--- config.mk ---
export PLATFORM = sky130hd
export DESIGN_NAME = sprite_line_engine_flat
export DESIGN_NICKNAME = d
export VERILOG_FILES = /design/src/rtl/sprite_pkg.sv /design/src/rtl/sprite_line_engine_if.sv /design/src/rtl/sprite_slot.sv /design/src/rtl/sprite_line_engine.sv /design/src/flat_wrapper.sv
export SDC_FILE = /design/constraint.sdc
export NUM_CORES = 1
export LEC_CHECK = 0
export CORE_AREA = 5 5 227 229
export CTS_CLUSTER_SIZE = 10
export DETAILED_ROUTE_END_ITERATION = 7
export DIE_AREA = 0 0 232 234
export GPL_TIMING_DRIVEN = 0
export SYNTH_ARGS = -nofsm -noshare
export SYNTH_HDL_FRONTEND = slang
export SYNTH_SLANG_ARGS = --single-unit
--- constraint.sdc ---
create_clock -name i_clk -period 5.16 [get_ports i_clk]
set_input_delay 0.516 -clock i_clk [delete_from_list [all_inputs] [get_ports i_clk]]
set_output_delay 0.516 -clock i_clk [all_outputs]
set_load 0.02 [all_outputs]
--- src/rtl/sprite_pkg.sv ---
// Shared definitions for the scanline sprite engine: attribute word layout,
// evaluation FSM states and the per-slot record.
package sprite_pkg;

  localparam int unsigned ATTR_Y_LSB    = 0;
  localparam int unsigned ATTR_Y_W      = 10;
  localparam int unsigned ATTR_X_LSB    = 10;
  localparam int unsigned ATTR_X_W      = 10;
  localparam int unsigned ATTR_PAT_LSB  = 20;
  localparam int unsigned ATTR_PAT_W    = 7;
  localparam int unsigned ATTR_FLIP_BIT = 27;
  localparam int unsigned ATTR_PAL_LSB  = 28;
  localparam int unsigned ATTR_PAL_W    = 4;

  // slot_t is sized for the default 32-bit pattern row.
  localparam int unsigned SLOT_PAT_W    = 32;

  typedef enum logic [2:0] {
    S_IDLE,
    S_A_REQ,
    S_A_CHK,
    S_P_REQ,
    S_P_LOAD,
    S_DONE
  } eval_state_t;

  typedef struct packed {
    logic                  valid;
    logic [ATTR_X_W-1:0]   x;
    logic [ATTR_PAL_W-1:0] palette;
    logic [SLOT_PAT_W-1:0] row;
  } slot_t;

endpackage

--- src/rtl/sprite_line_engine_if.sv ---
// Video timing, attribute/pattern memory ports and pixel outputs of the sprite engine.
// master = engine side, slave = timing generator, memories and colour table.
interface sprite_line_engine_if #(
  parameter int AW    = 6,
  parameter int PAT_W = 32,
  parameter int PAL_W = 4,
  parameter int BPP   = 2
);
  logic [10:0]          hcount;
  logic [9:0]           vcount;
  logic [AW-1:0]        attr_addr;
  logic [31:0]          attr_data;
  logic [9:0]           pat_addr;
  logic [PAT_W-1:0]     pat_data;
  logic [PAL_W+BPP-1:0] pix_color;
  logic                 pix_opaque;
  logic                 line_overflow;
  logic                 eval_timeout;
  logic                 eval_busy;

  modport master (
    input  hcount, vcount, attr_data, pat_data,
    output attr_addr, pat_addr, pix_color, pix_opaque,
           line_overflow, eval_timeout, eval_busy
  );

  modport slave (
    output hcount, vcount, attr_data, pat_data,
    input  attr_addr, pat_addr, pix_color, pix_opaque,
           line_overflow, eval_timeout, eval_busy
  );
endinterface

--- src/rtl/sprite_slot.sv ---
// One sprite slot: holds position, palette and pattern row (flipped on load)
// and reports whether it covers the current pixel column and its pixel value.
module sprite_slot
  import sprite_pkg::*;
#(
  parameter int SPRITE_W = 16,
  parameter int BPP      = 2
) (
  input  logic                  i_clk,
  input  logic                  i_reset,
  input  logic                  i_clear,
  input  logic                  i_load,
  input  logic [ATTR_X_W-1:0]   i_x,
  input  logic [ATTR_PAL_W-1:0] i_palette,
  input  logic                  i_hflip,
  input  logic [SLOT_PAT_W-1:0] i_pat,
  input  logic [9:0]            i_px,
  output logic                  o_covered,
  output logic [ATTR_PAL_W-1:0] o_palette,
  output logic [BPP-1:0]        o_pix
);
  localparam int IDX_W = $clog2(SPRITE_W);

  slot_t                 r_slot;
  logic [SLOT_PAT_W-1:0] w_flipped;
  logic [ATTR_X_W-1:0]   w_off;

  always_comb begin
    w_flipped = '0;
    for (int i = 0; i < SPRITE_W; i++) begin
      w_flipped[i*BPP +: BPP] = i_pat[(SPRITE_W-1-i)*BPP +: BPP];
    end
  end

  always_ff @(posedge i_clk) begin
    if (i_reset || i_clear) begin
      r_slot <= '0;
    end else if (i_load) begin
      r_slot.valid   <= 1'b1;
      r_slot.x       <= i_x;
      r_slot.palette <= i_palette;
      r_slot.row     <= i_hflip ? w_flipped : i_pat;
    end
  end

  // No horizontal wrap: columns left of x are never covered.
  assign w_off     = i_px - r_slot.x;
  assign o_covered = r_slot.valid && (i_px >= r_slot.x) && (w_off < 10'(SPRITE_W));
  assign o_palette = r_slot.palette;
  assign o_pix     = r_slot.row[w_off[IDX_W-1:0]*BPP +: BPP];

endmodule

--- src/rtl/sprite_line_engine.sv ---
// Scanline sprite engine: evaluates the next line's sprites during horizontal blank
// and emits a prioritised per-pixel palette index during active video.
//   state  | meaning
//   IDLE   | waiting for start of horizontal blank
//   A_REQ  | attribute read issued
//   A_CHK  | attribute word valid, hit test
//   P_REQ  | pattern read issued
//   P_LOAD | pattern row valid, slot loaded
//   DONE   | evaluation finished, waiting for end of line
module sprite_line_engine
  import sprite_pkg::*;
#(
  parameter int MAX_SPRITES = 8,
  parameter int NUM_ATTRS   = 64,
  parameter int SPRITE_W    = 16,
  parameter int SPRITE_H    = 16,
  parameter int BPP         = 2,
  parameter int PAT_W       = SLOT_PAT_W,
  parameter int PAL_W       = ATTR_PAL_W,
  parameter int HACTIVE     = 1280,
  parameter int HTOTAL      = 1600,
  parameter int VTOTAL      = 525
) (
  input logic                  i_clk,
  input logic                  i_reset,
  sprite_line_engine_if.master bus
);
  localparam int AW = $clog2(NUM_ATTRS);
  localparam int VW = $clog2(MAX_SPRITES + 1);

  eval_state_t           r_state, w_state_nxt;
  logic [AW-1:0]         r_ac;
  logic [VW-1:0]         r_vc;
  logic [9:0]            r_pat_addr;
  logic [ATTR_X_W-1:0]   r_x;
  logic [ATTR_PAL_W-1:0] r_pal;
  logic                  r_flip;
  logic                  r_line_overflow, r_eval_timeout;
  logic [PAL_W+BPP-1:0]  r_pix_color;
  logic                  r_pix_opaque;

  logic [9:0]            w_ty, w_row, w_pat_addr, w_px;
  logic                  w_hit, w_last, w_active;
  logic                  w_start, w_take, w_adv, w_load, w_ovf_set, w_to_set;
  logic [PAT_W-1:0]      w_pat;
  logic                  w_cov [MAX_SPRITES];
  logic [PAL_W-1:0]      w_pal [MAX_SPRITES];
  logic [BPP-1:0]        w_pix [MAX_SPRITES];
  logic                  w_found;
  logic [PAL_W+BPP-1:0]  w_color;

  assign w_ty       = (bus.vcount == 10'(VTOTAL - 1)) ? 10'd0 : bus.vcount + 10'd1;
  assign w_row      = w_ty - bus.attr_data[ATTR_Y_LSB +: ATTR_Y_W];
  assign w_hit      = (w_row < 10'(SPRITE_H));
  assign w_last     = &r_ac;
  assign w_pat_addr = 10'(bus.attr_data[ATTR_PAT_LSB +: ATTR_PAT_W] * SPRITE_H) + w_row;
  assign w_active   = (r_state != S_IDLE) && (r_state != S_DONE);

  always_ff @(posedge i_clk) begin
    if (i_reset) r_state <= S_IDLE;
    else         r_state <= w_state_nxt;
  end

  always_comb begin
    w_state_nxt = r_state;
    w_start     = 1'b0;
    w_take      = 1'b0;
    w_adv       = 1'b0;
    w_load      = 1'b0;
    w_ovf_set   = 1'b0;
    w_to_set    = 1'b0;
    case (r_state)
      S_IDLE: if (bus.hcount == 11'(HACTIVE)) begin
        w_start     = 1'b1;
        w_state_nxt = S_A_REQ;
      end
      S_A_REQ: w_state_nxt = S_A_CHK;
      S_A_CHK: begin
        if (w_hit && (r_vc == VW'(MAX_SPRITES))) begin
          w_ovf_set   = 1'b1;
          w_state_nxt = S_DONE;
        end else if (w_hit) begin
          w_take      = 1'b1;
          w_state_nxt = S_P_REQ;
        end else if (w_last) begin
          w_state_nxt = S_DONE;
        end else begin
          w_adv       = 1'b1;
          w_state_nxt = S_A_REQ;
        end
      end
      S_P_REQ: w_state_nxt = S_P_LOAD;
      S_P_LOAD: begin
        w_load = 1'b1;
        if (w_last) begin
          w_state_nxt = S_DONE;
        end else begin
          w_adv       = 1'b1;
          w_state_nxt = S_A_REQ;
        end
      end
      S_DONE: if (bus.hcount == 11'(HTOTAL - 1)) w_state_nxt = S_IDLE;
      default: w_state_nxt = S_IDLE;
    endcase
    // End of blank cuts the scan short; a row already on the bus still lands.
    if (w_active && (bus.hcount == 11'(HTOTAL - 2))) begin
      w_to_set    = 1'b1;
      w_take      = 1'b0;
      w_adv       = 1'b0;
      w_state_nxt = S_DONE;
    end
  end

  always_ff @(posedge i_clk) begin
    if (i_reset) begin
      r_ac            <= '0;
      r_vc            <= '0;
      r_pat_addr      <= '0;
      r_x             <= '0;
      r_pal           <= '0;
      r_flip          <= 1'b0;
      r_line_overflow <= 1'b0;
      r_eval_timeout  <= 1'b0;
    end else begin
      if (w_start) begin
        r_ac            <= '0;
        r_vc            <= '0;
        r_line_overflow <= 1'b0;
        r_eval_timeout  <= 1'b0;
      end
      if (w_ovf_set) r_line_overflow <= 1'b1;
      if (w_to_set)  r_eval_timeout  <= 1'b1;
      if (w_take) begin
        r_x        <= bus.attr_data[ATTR_X_LSB +: ATTR_X_W];
        r_pal      <= bus.attr_data[ATTR_PAL_LSB +: ATTR_PAL_W];
        r_flip     <= bus.attr_data[ATTR_FLIP_BIT];
        r_pat_addr <= w_pat_addr;
      end
      if (w_adv)  r_ac <= r_ac + 1'b1;
      if (w_load) r_vc <= r_vc + 1'b1;
    end
  end

  assign w_pat = bus.pat_data;
  assign w_px  = bus.hcount[10:1];

  for (genvar g = 0; g < MAX_SPRITES; g++) begin : g_slot
    sprite_slot #(.SPRITE_W(SPRITE_W), .BPP(BPP)) u_slot (
      .i_clk     (i_clk),
      .i_reset   (i_reset),
      .i_clear   (w_start),
      .i_load    (w_load && (r_vc == VW'(g))),
      .i_x       (r_x),
      .i_palette (r_pal),
      .i_hflip   (r_flip),
      .i_pat     (w_pat),
      .i_px      (w_px),
      .o_covered (w_cov[g]),
      .o_palette (w_pal[g]),
      .o_pix     (w_pix[g])
    );
  end

  // Scan from the highest slot down so the lowest opaque slot is the last writer.
  always_comb begin
    w_found = 1'b0;
    w_color = '0;
    for (int k = MAX_SPRITES - 1; k >= 0; k--) begin
      if (w_cov[k] && (w_pix[k] != '0)) begin
        w_found = 1'b1;
        w_color = {w_pal[k], w_pix[k]};
      end
    end
  end

  always_ff @(posedge i_clk) begin
    if (i_reset) begin
      r_pix_color  <= '0;
      r_pix_opaque <= 1'b0;
    end else if ((bus.hcount < 11'(HACTIVE)) && w_found) begin
      r_pix_color  <= w_color;
      r_pix_opaque <= 1'b1;
    end else begin
      r_pix_color  <= '0;
      r_pix_opaque <= 1'b0;
    end
  end

  assign bus.attr_addr     = r_ac;
  assign bus.pat_addr      = r_pat_addr;
  assign bus.pix_color     = r_pix_color;
  assign bus.pix_opaque    = r_pix_opaque;
  assign bus.line_overflow = r_line_overflow;
  assign bus.eval_timeout  = r_eval_timeout;
  assign bus.eval_busy     = w_active;

endmodule
--- src/flat_wrapper.sv ---
// flat-port wrapper written by rule: the top's interface ports become plain ports
module sprite_line_engine_flat import sprite_pkg::*;
#(
  parameter int MAX_SPRITES = 8,
  parameter int NUM_ATTRS   = 64,
  parameter int SPRITE_W    = 16,
  parameter int SPRITE_H    = 16,
  parameter int BPP         = 2,
  parameter int PAT_W       = SLOT_PAT_W,
  parameter int PAL_W       = ATTR_PAL_W,
  parameter int HACTIVE     = 1280,
  parameter int HTOTAL      = 1600,
  parameter int VTOTAL      = 525
)
  (i_clk, i_reset, bus_hcount, bus_vcount, bus_attr_data, bus_pat_data, bus_attr_addr, bus_pat_addr, bus_pix_color, bus_pix_opaque, bus_line_overflow, bus_eval_timeout, bus_eval_busy);
  sprite_line_engine_if #(.PAT_W(PAT_W), .PAL_W(PAL_W), .BPP(BPP)) bus_i ();
  input logic i_clk;
  input logic i_reset;
  input wire logic [$bits(bus_i.hcount)-1:0] bus_hcount;
  input wire logic [$bits(bus_i.vcount)-1:0] bus_vcount;
  input wire logic [$bits(bus_i.attr_data)-1:0] bus_attr_data;
  input wire logic [$bits(bus_i.pat_data)-1:0] bus_pat_data;
  output wire logic [$bits(bus_i.attr_addr)-1:0] bus_attr_addr;
  output wire logic [$bits(bus_i.pat_addr)-1:0] bus_pat_addr;
  output wire logic [$bits(bus_i.pix_color)-1:0] bus_pix_color;
  output wire logic [$bits(bus_i.pix_opaque)-1:0] bus_pix_opaque;
  output wire logic [$bits(bus_i.line_overflow)-1:0] bus_line_overflow;
  output wire logic [$bits(bus_i.eval_timeout)-1:0] bus_eval_timeout;
  output wire logic [$bits(bus_i.eval_busy)-1:0] bus_eval_busy;
  assign bus_i.hcount = bus_hcount;
  assign bus_i.vcount = bus_vcount;
  assign bus_i.attr_data = bus_attr_data;
  assign bus_i.pat_data = bus_pat_data;
  assign bus_attr_addr = bus_i.attr_addr;
  assign bus_pat_addr = bus_i.pat_addr;
  assign bus_pix_color = bus_i.pix_color;
  assign bus_pix_opaque = bus_i.pix_opaque;
  assign bus_line_overflow = bus_i.line_overflow;
  assign bus_eval_timeout = bus_i.eval_timeout;
  assign bus_eval_busy = bus_i.eval_busy;
  sprite_line_engine #(.MAX_SPRITES(MAX_SPRITES), .NUM_ATTRS(NUM_ATTRS), .SPRITE_W(SPRITE_W), .SPRITE_H(SPRITE_H), .BPP(BPP), .PAT_W(PAT_W), .PAL_W(PAL_W), .HACTIVE(HACTIVE), .HTOTAL(HTOTAL), .VTOTAL(VTOTAL)) u_core (.i_clk(i_clk), .i_reset(i_reset), .bus(bus_i));
endmodule
Yosys cells after proc, flatten, opt, wreduce, memory -nomap -nowiden
Cells that the tools add are included.

storage, ports and cells
  register bits after elaboration = 423
  bits of input ports = 87
  logic and storage cells = 211

operators by class
  $add $sub $neg = 13
  order comparisons = 18
  equality and inequality tests = 22
  shift-type cells = 8
  multiplexer cells = 48
  bitwise logic cells = 1
  reductions and logical operators = 57

operator list
  kind                                                                            number
  32-bit by 6-bit indexed part select with 2-bit output                           8
  10-bit by 5-bit less-than comparator with 1-bit output (second input constant)  9
  10-bit subtractor                                                               9
  10-bit greater-or-equal comparator                                              8
  6-bit two-way mux                                                               10
  1-bit logical AND                                                               36
  11-bit == test (second input constant)                                          3
  32-bit two-way mux                                                              1
  1-bit two-way mux                                                               26
  2-bit nonzero test                                                              12
  3-bit two-way mux                                                               6
  3-bit one-hot mux with 6 select lines                                           1
  4-bit by 3-bit == test with 1-bit output (second input constant)                4
  11-bit less-than comparator (second input constant)                             1
  10-bit by 1-bit adder with 10-bit output (second input constant)                1
  10-bit adder                                                                    1
  10-bit == test (second input constant)                                          1
  10-bit two-way mux                                                              1
  4-bit by 2-bit == test with 1-bit output (second input constant)                2
  4-bit two-way mux                                                               2
  6-bit by 1-bit adder with 6-bit output (second input constant)                  1
  3-bit by 2-bit == test with 1-bit output (second input constant)                2
  3-bit == test (second input constant)                                           2
  3-bit by 1-bit != test with 1-bit output (second input constant)                2
  other kinds (15)                                                                18

Logic depth before layout (Yosys ltp)
  word-level depth = 15
  depth in mapped cells = 22

Modules after synthesis
Synthesis repeated with hierarchy kept, for this count alone.

unflattened totals
  cell total of the unflattened synthesis = 2,664
  area, all modules = 24,932.7 um^2

by module, submodules not included
  module                                      times used  cells each  area each (um^2)  seq. area each (um^2)
  sprite_slot at u_core.g_slot[0].u_slot ...  4           279         2,720.1           940.9
  sprite_slot at u_core.g_slot[5].u_slot ...  3           276         2,630.0           940.9
  sprite_line_engine                          1           444         3,499.6           940.9
  sprite_slot at u_core.g_slot[4].u_slot      1           276         2,662.6           940.9

Worst setup path after synthesis
Ideal clock, no wire load.

  path kind = input to register
  from = input bus_vcount[0]
  to = register u_core.r_flip
  data arrival time = 3.973 ns
  data required time = 5.032 ns
  setup slack = 1.059 ns
  stages on the path = 18
  path through = inv_1 > ha_1 > nor4bb_1 > and3_1 > or2_2 > ha_1 > fa_1 > nor2b_1 > o21a_1 > o21ai_1 > a2bb2oi_1 > xor2_1 > nor4_2 > nand3_1 > a211oi_4 > buf_6 > mux2i_1 > nor2_1

between the ends
  word-level cells in the longest chain between the ends = 8

ends and longest elaborated chain
  item                                                                        RTL line                                            RTL
  from (decl)                                                                 flat_wrapper.sv:20                                  input wire logic [$bits(bus_i.vcount)-1:0] bus_vcount;
  10-bit by 1-bit adder with 10-bit output or 10-bit == test (tied branches)  sprite_line_engine.sv:52                            assign w_ty = (bus.vcount == 10'(VTOTAL - 1)) ? 10'd0 : bus.vcount + 10'd1;
  10-bit two-way mux *                                                        sprite_line_engine.sv:52
  10-bit subtractor *                                                         sprite_line_engine.sv:53                            assign w_row = w_ty - bus.attr_data[ATTR_Y_LSB +: ATTR_Y_W];
  10-bit by 5-bit less-than comparator with 1-bit output *                    sprite_line_engine.sv:54                            assign w_hit = (w_row < 10'(SPRITE_H));
  1-bit two-way mux or 1-bit logical AND (tied branches)                      sprite_line_engine.sv:82, sprite_line_engine.sv:79
  1-bit two-way mux *                                                         sprite_line_engine.sv:79                            if (w_hit && (r_vc == VW'(MAX_SPRITES))) begin
  1-bit two-way mux *                                                         sprite_line_engine.sv:72                            case (r_state)
  1-bit two-way mux *                                                         sprite_line_engine.sv:106                           if (w_active && (bus.hcount == 11'(HTOTAL - 2))) begin
  to (signal assigned)                                                        sprite_line_engine.sv:136                           r_flip <= bus.attr_data[ATTR_FLIP_BIT];
  to (decl)                                                                   sprite_line_engine.sv:37                            logic r_flip;

Every way passes the cells marked *; elsewhere a longest branch is shown, timed or not.
A chain may end at the register's enable or synchronous reset.

Final worst setup path
  from = input bus_hcount[1]
  to = register u_core.r_pix_color[4] (netlist: u_core.bus.pix_color[4])

between the ends
  word-level cells in the longest chain between the ends = 15

ends and longest elaborated chain
  item                                                                           RTL line                                      RTL
  from (decl)                                                                    flat_wrapper.sv:19                            input wire logic [$bits(bus_i.hcount)-1:0] bus_hcount;
  10-bit subtractor or 10-bit greater-or-equal comparator (tied branches)        sprite_slot.sv:47, sprite_slot.sv:48
  32-bit by 6-bit indexed part select with 2-bit output (tied with other cells)  sprite_slot.sv:50                             assign o_pix = r_slot.row[w_off[IDX_W-1:0]*BPP +: BPP];
  2-bit nonzero test or 1-bit logical AND (tied branches)                        sprite_line_engine.sv:169, sprite_slot.sv:48
  1-bit logical AND                                                              sprite_line_engine.sv:169                     if (w_cov[k] && (w_pix[k] != '0)) begin
  1-bit two-way mux (8 in series)                                                sprite_line_engine.sv:169
  1-bit logical AND                                                              sprite_line_engine.sv:180                     end else if ((bus.hcount < 11'(HACTIVE)) && w_found) begin
  1-bit inverter (no line)                                                       --
  2-bit OR reduction (no line)                                                   --
  to (signal assigned)                                                           sprite_line_engine.sv:181                     r_pix_color <= w_color;
  to (decl)                                                                      sprite_line_engine.sv:39                      logic [PAL_W+BPP-1:0] r_pix_color;

Parallel ways exist; a longest one is shown, timed or not.

==> results.cfg <==
[placed_design]
post-place-ws_ps = -582
place_congestion = 0.953
dp_hpwl_mm = 53.8
io_buffers = 111
placed_area_mm2 = 0.0243

[clocking]
htreeDepth = 2
cts.sinks = 423
cts_made_buffers = 49
cts_root_buf = clkbuf_16
cts_tree = built
clk_latency_ps = 600
clk_pin_slew_worst_paths_ps = 50
cts_hold_buf = 0
clock_path_buffers = 3

[cells_and_area]
final_area_mm2 = 0.0256
syn_to_final_growth_pct = 16.9
diodes = 0
drive_gt1_share_pct = 8.50
num-nets-final = 2892

[timing]
final_max_slew_viol_count = 0
rsz0062_at_grt = no
setup_slack_ps = 173
fmax_mhz = 201
period_share_pct = 96.6
worstMarginPinSlew_ps = 1330
finClkSkew_ps = 13.6
timing.slew.headroom_pct = 8.65
setup_viol = 0
final.min_clock_period_ps = 4990
hold_viol = 0

[global_route]
grt.total_usage_pct = 26.2
grt_pass1_wl_mm = 110
grt_pass1_vias = 18600
grt_max_degree = 19
overflow = 0
antenna_found_initial = 0

[setup_path]
cp_num_cells = 13
crit_end = u_core.bus.pix_color[4]
path_delay_family = buffers and inverters
critPathKind = in2reg
timing.rr.start = u_core.g_slot[3].u_slot.r_slot[36]
crit_arrival_ps = 5410
cp-startpoint = bus_hcount[1]
r2r_cells = 11
cp_slowest_stage_delay_ps = 690
slowest_stage = fa_1
crit_path_max_fanout = 10
cp-start-kind = input port
cp.required_ps = 5580
r2r_end = u_core.bus.pix_color[4]
rrSetupSlack_ps = 830
end_kind = flip-flop
cp_cell_sequence = clkdlybuf4s50_1 -> inv_1 -> ha_1 -> inv_1 -> fa_1 -> buf_2 -> mux4_2 -> mux4_2 -> o2111a_1 -> buf_2 -> a21oi_1 -> mux2i_1 -> a2111oi_1
worst-path-buf-inv = 5

[job]
cap_viol_max_count = 0

[synth]
synthTopCellsByArea = dfxtp_1, a211oi_1, mux4_2
syn_nets = 2702
ys.flop_type = dfxtp_1
ys_async_sr_fraction_pct = 0
netlist-cell-type-count = 80
ys_warn_count = 0
syn-cell-area_mm2 = 0.0219
synth.most_common_cell = dfxtp_1
avgSynthCellArea_um2 = 8.75
ys_seq_area_share_pct = 38.6
ys_ff_latch = 423
synth_enable_flop_cells = 0
yosys-top-cells-count = dfxtp_1, nor2_1, nand2_1
synthCells = 2504
yosys.area.top_type = dfxtp_1
synth_top_cell_area_share_pct = 38.6

[power]
irDropWorstVdd_uv = 232
power_density_mw_per_mm2 = 278
p_leak_uw = 0.00845

[routing]
routed_via_density = 5.78
routed_wl_mm = 73.2
postRouteAntennaNets = 0
drc_errors = 0
drt_iter0_drc = 1780
routedWlPerCell_um = 21.7
dr.pass1.iters = 6
num_vias = 19500

[min_path]
min-delay-path-class = reg2reg

[floorplanning]
coreArea_mm2 = 0.0495
die_h_um = 234
io_pins = 113
num_rows = 82
die_w_um = 232
start_util_pct = 44.3
die_area_mm2 = 0.0543

[run_status]
status = complete, no violations
[worst min-delay path by stage]
stage                                         startpoint                              endpoint  slack (ps)  depth (start not counted)
global placement      u_core.g_slot[5].u_slot.r_slot[39]    u_core.g_slot[5].u_slot.r_slot[39]         440                          2
finish                u_core.g_slot[4].u_slot.r_slot[42]    u_core.g_slot[4].u_slot.r_slot[42]         450                          2
CTS                   u_core.g_slot[5].u_slot.r_slot[40]    u_core.g_slot[5].u_slot.r_slot[40]         450                          2
detailed placement    u_core.g_slot[5].u_slot.r_slot[40]    u_core.g_slot[5].u_slot.r_slot[40]         450                          2
global route          u_core.g_slot[4].u_slot.r_slot[44]    u_core.g_slot[4].u_slot.r_slot[44]         470                          2
floorplan           u_core.g_slot[5].u_slot.o_palette[3]  u_core.g_slot[5].u_slot.o_palette[3]         430                          2
[cells in the final DEF (no fill, tap or decap), drive strengths merged, types with 54 or more instances in the layout]
cell type,instances
buf,61
mux4,74
nor2,365
clkdlybuf4s50,110
a21oi,180
mux2i,83
dfxtp,423
inv,134
clkbuf,202
o21ai,54
nand2,279
ha,101
a211oi,273
[power breakdown]
part / switching, uW / internal [uW]
registers: 0.00115 / 3270
logic: 468 / 297
clock network: 1340 / 1750
total: 1810 / 5310
[flip-flops by register name (all words and copies together) (netlist names)]
signal                          cells
u_core.bus.pix_color                6
u_core.r_vc                         4
u_core.bus.attr_addr                6
u_core.g_slot.u_slot.r_slot       344
u_core.r_flip                       1
u_core.bus.pix_opaque               1
u_core.bus.eval_timeout             1
u_core.g_slot.u_slot.o_palette     32
u_core.r_state                      3
u_core.bus.pat_addr                10
u_core.r_pal                        4
u_core.r_x                         10
u_core.bus.line_overflow            1
[worst min-delay path: cells and delay by family (launching register included)]
family             cells  cell delay [ps]
AOI/OAI and AO/OA      1               50
DFF                    1              300
and+or+nand+nor        1               50
[metal layers]
| layer | up-vias | wire (um) | GRT usage [%] |
|---|---|---|---|
| met1 | 9477 | 31600 | 35.2 |
| met4 | 2 | 2580 | 9.10 |
| met5 | - | 97 | 0 |
| met2 | 643 | 34100 | 43.4 |
| met3 | 154 | 4760 | 4.21 |
| li1 | 9264 | - | - |
[through the flow]
step / cells / setup TNS (ps) / power, uW / utilization, % / hold WS, ps
6_report: 3379 / 0 / 7130 / 51.8 / 453
5_1_grt: 3379 / 0 / 7350 / 51.8 / 472
4_1_cts: 3378 / 0 / 7170 / 51.8 / 454
3_5_place_dp: 3314 / -12690 / 4090 / 49.1 / 447
3_3_place_gp: 3287 / -12650 / 4040 / 48.3 / 442
2_1_floorplan: 2504 / 0 / 3770 / - / 432
[layout make-up]
class / count / area, um2
multi-input cells: 1774 / 12400
fillers: 4782 / 23800
repair buffers: 139 / 1420
clock buffers: 60 / 1300
well taps: 672 / 841
clock inverters: 4 / 46.3
plain buffers: 174 / 687
inverters: 133 / 499
flip-flops and latches: 423 / 8470
[what timing repair did]
item,in CTS,in global routing
buffers inserted,0,1
setup endpoints to repair,0,21
gates resized for setup,0,0
[cell families (layout without fill, tap and decap cells)]
group	after synthesis	after routing	synth area share, %
xor gates and xnor gates	44	44	1.76
adders and majority gates	111	111	6.68
and+or+nand+nor	816	816	16.0
muxes	164	164	11.8
AOI/OAI and AO/OA	639	639	19.8
DFF	423	423	38.6
buffers and inverters	307	510	5.41
(Power assumes the default switching activity.)
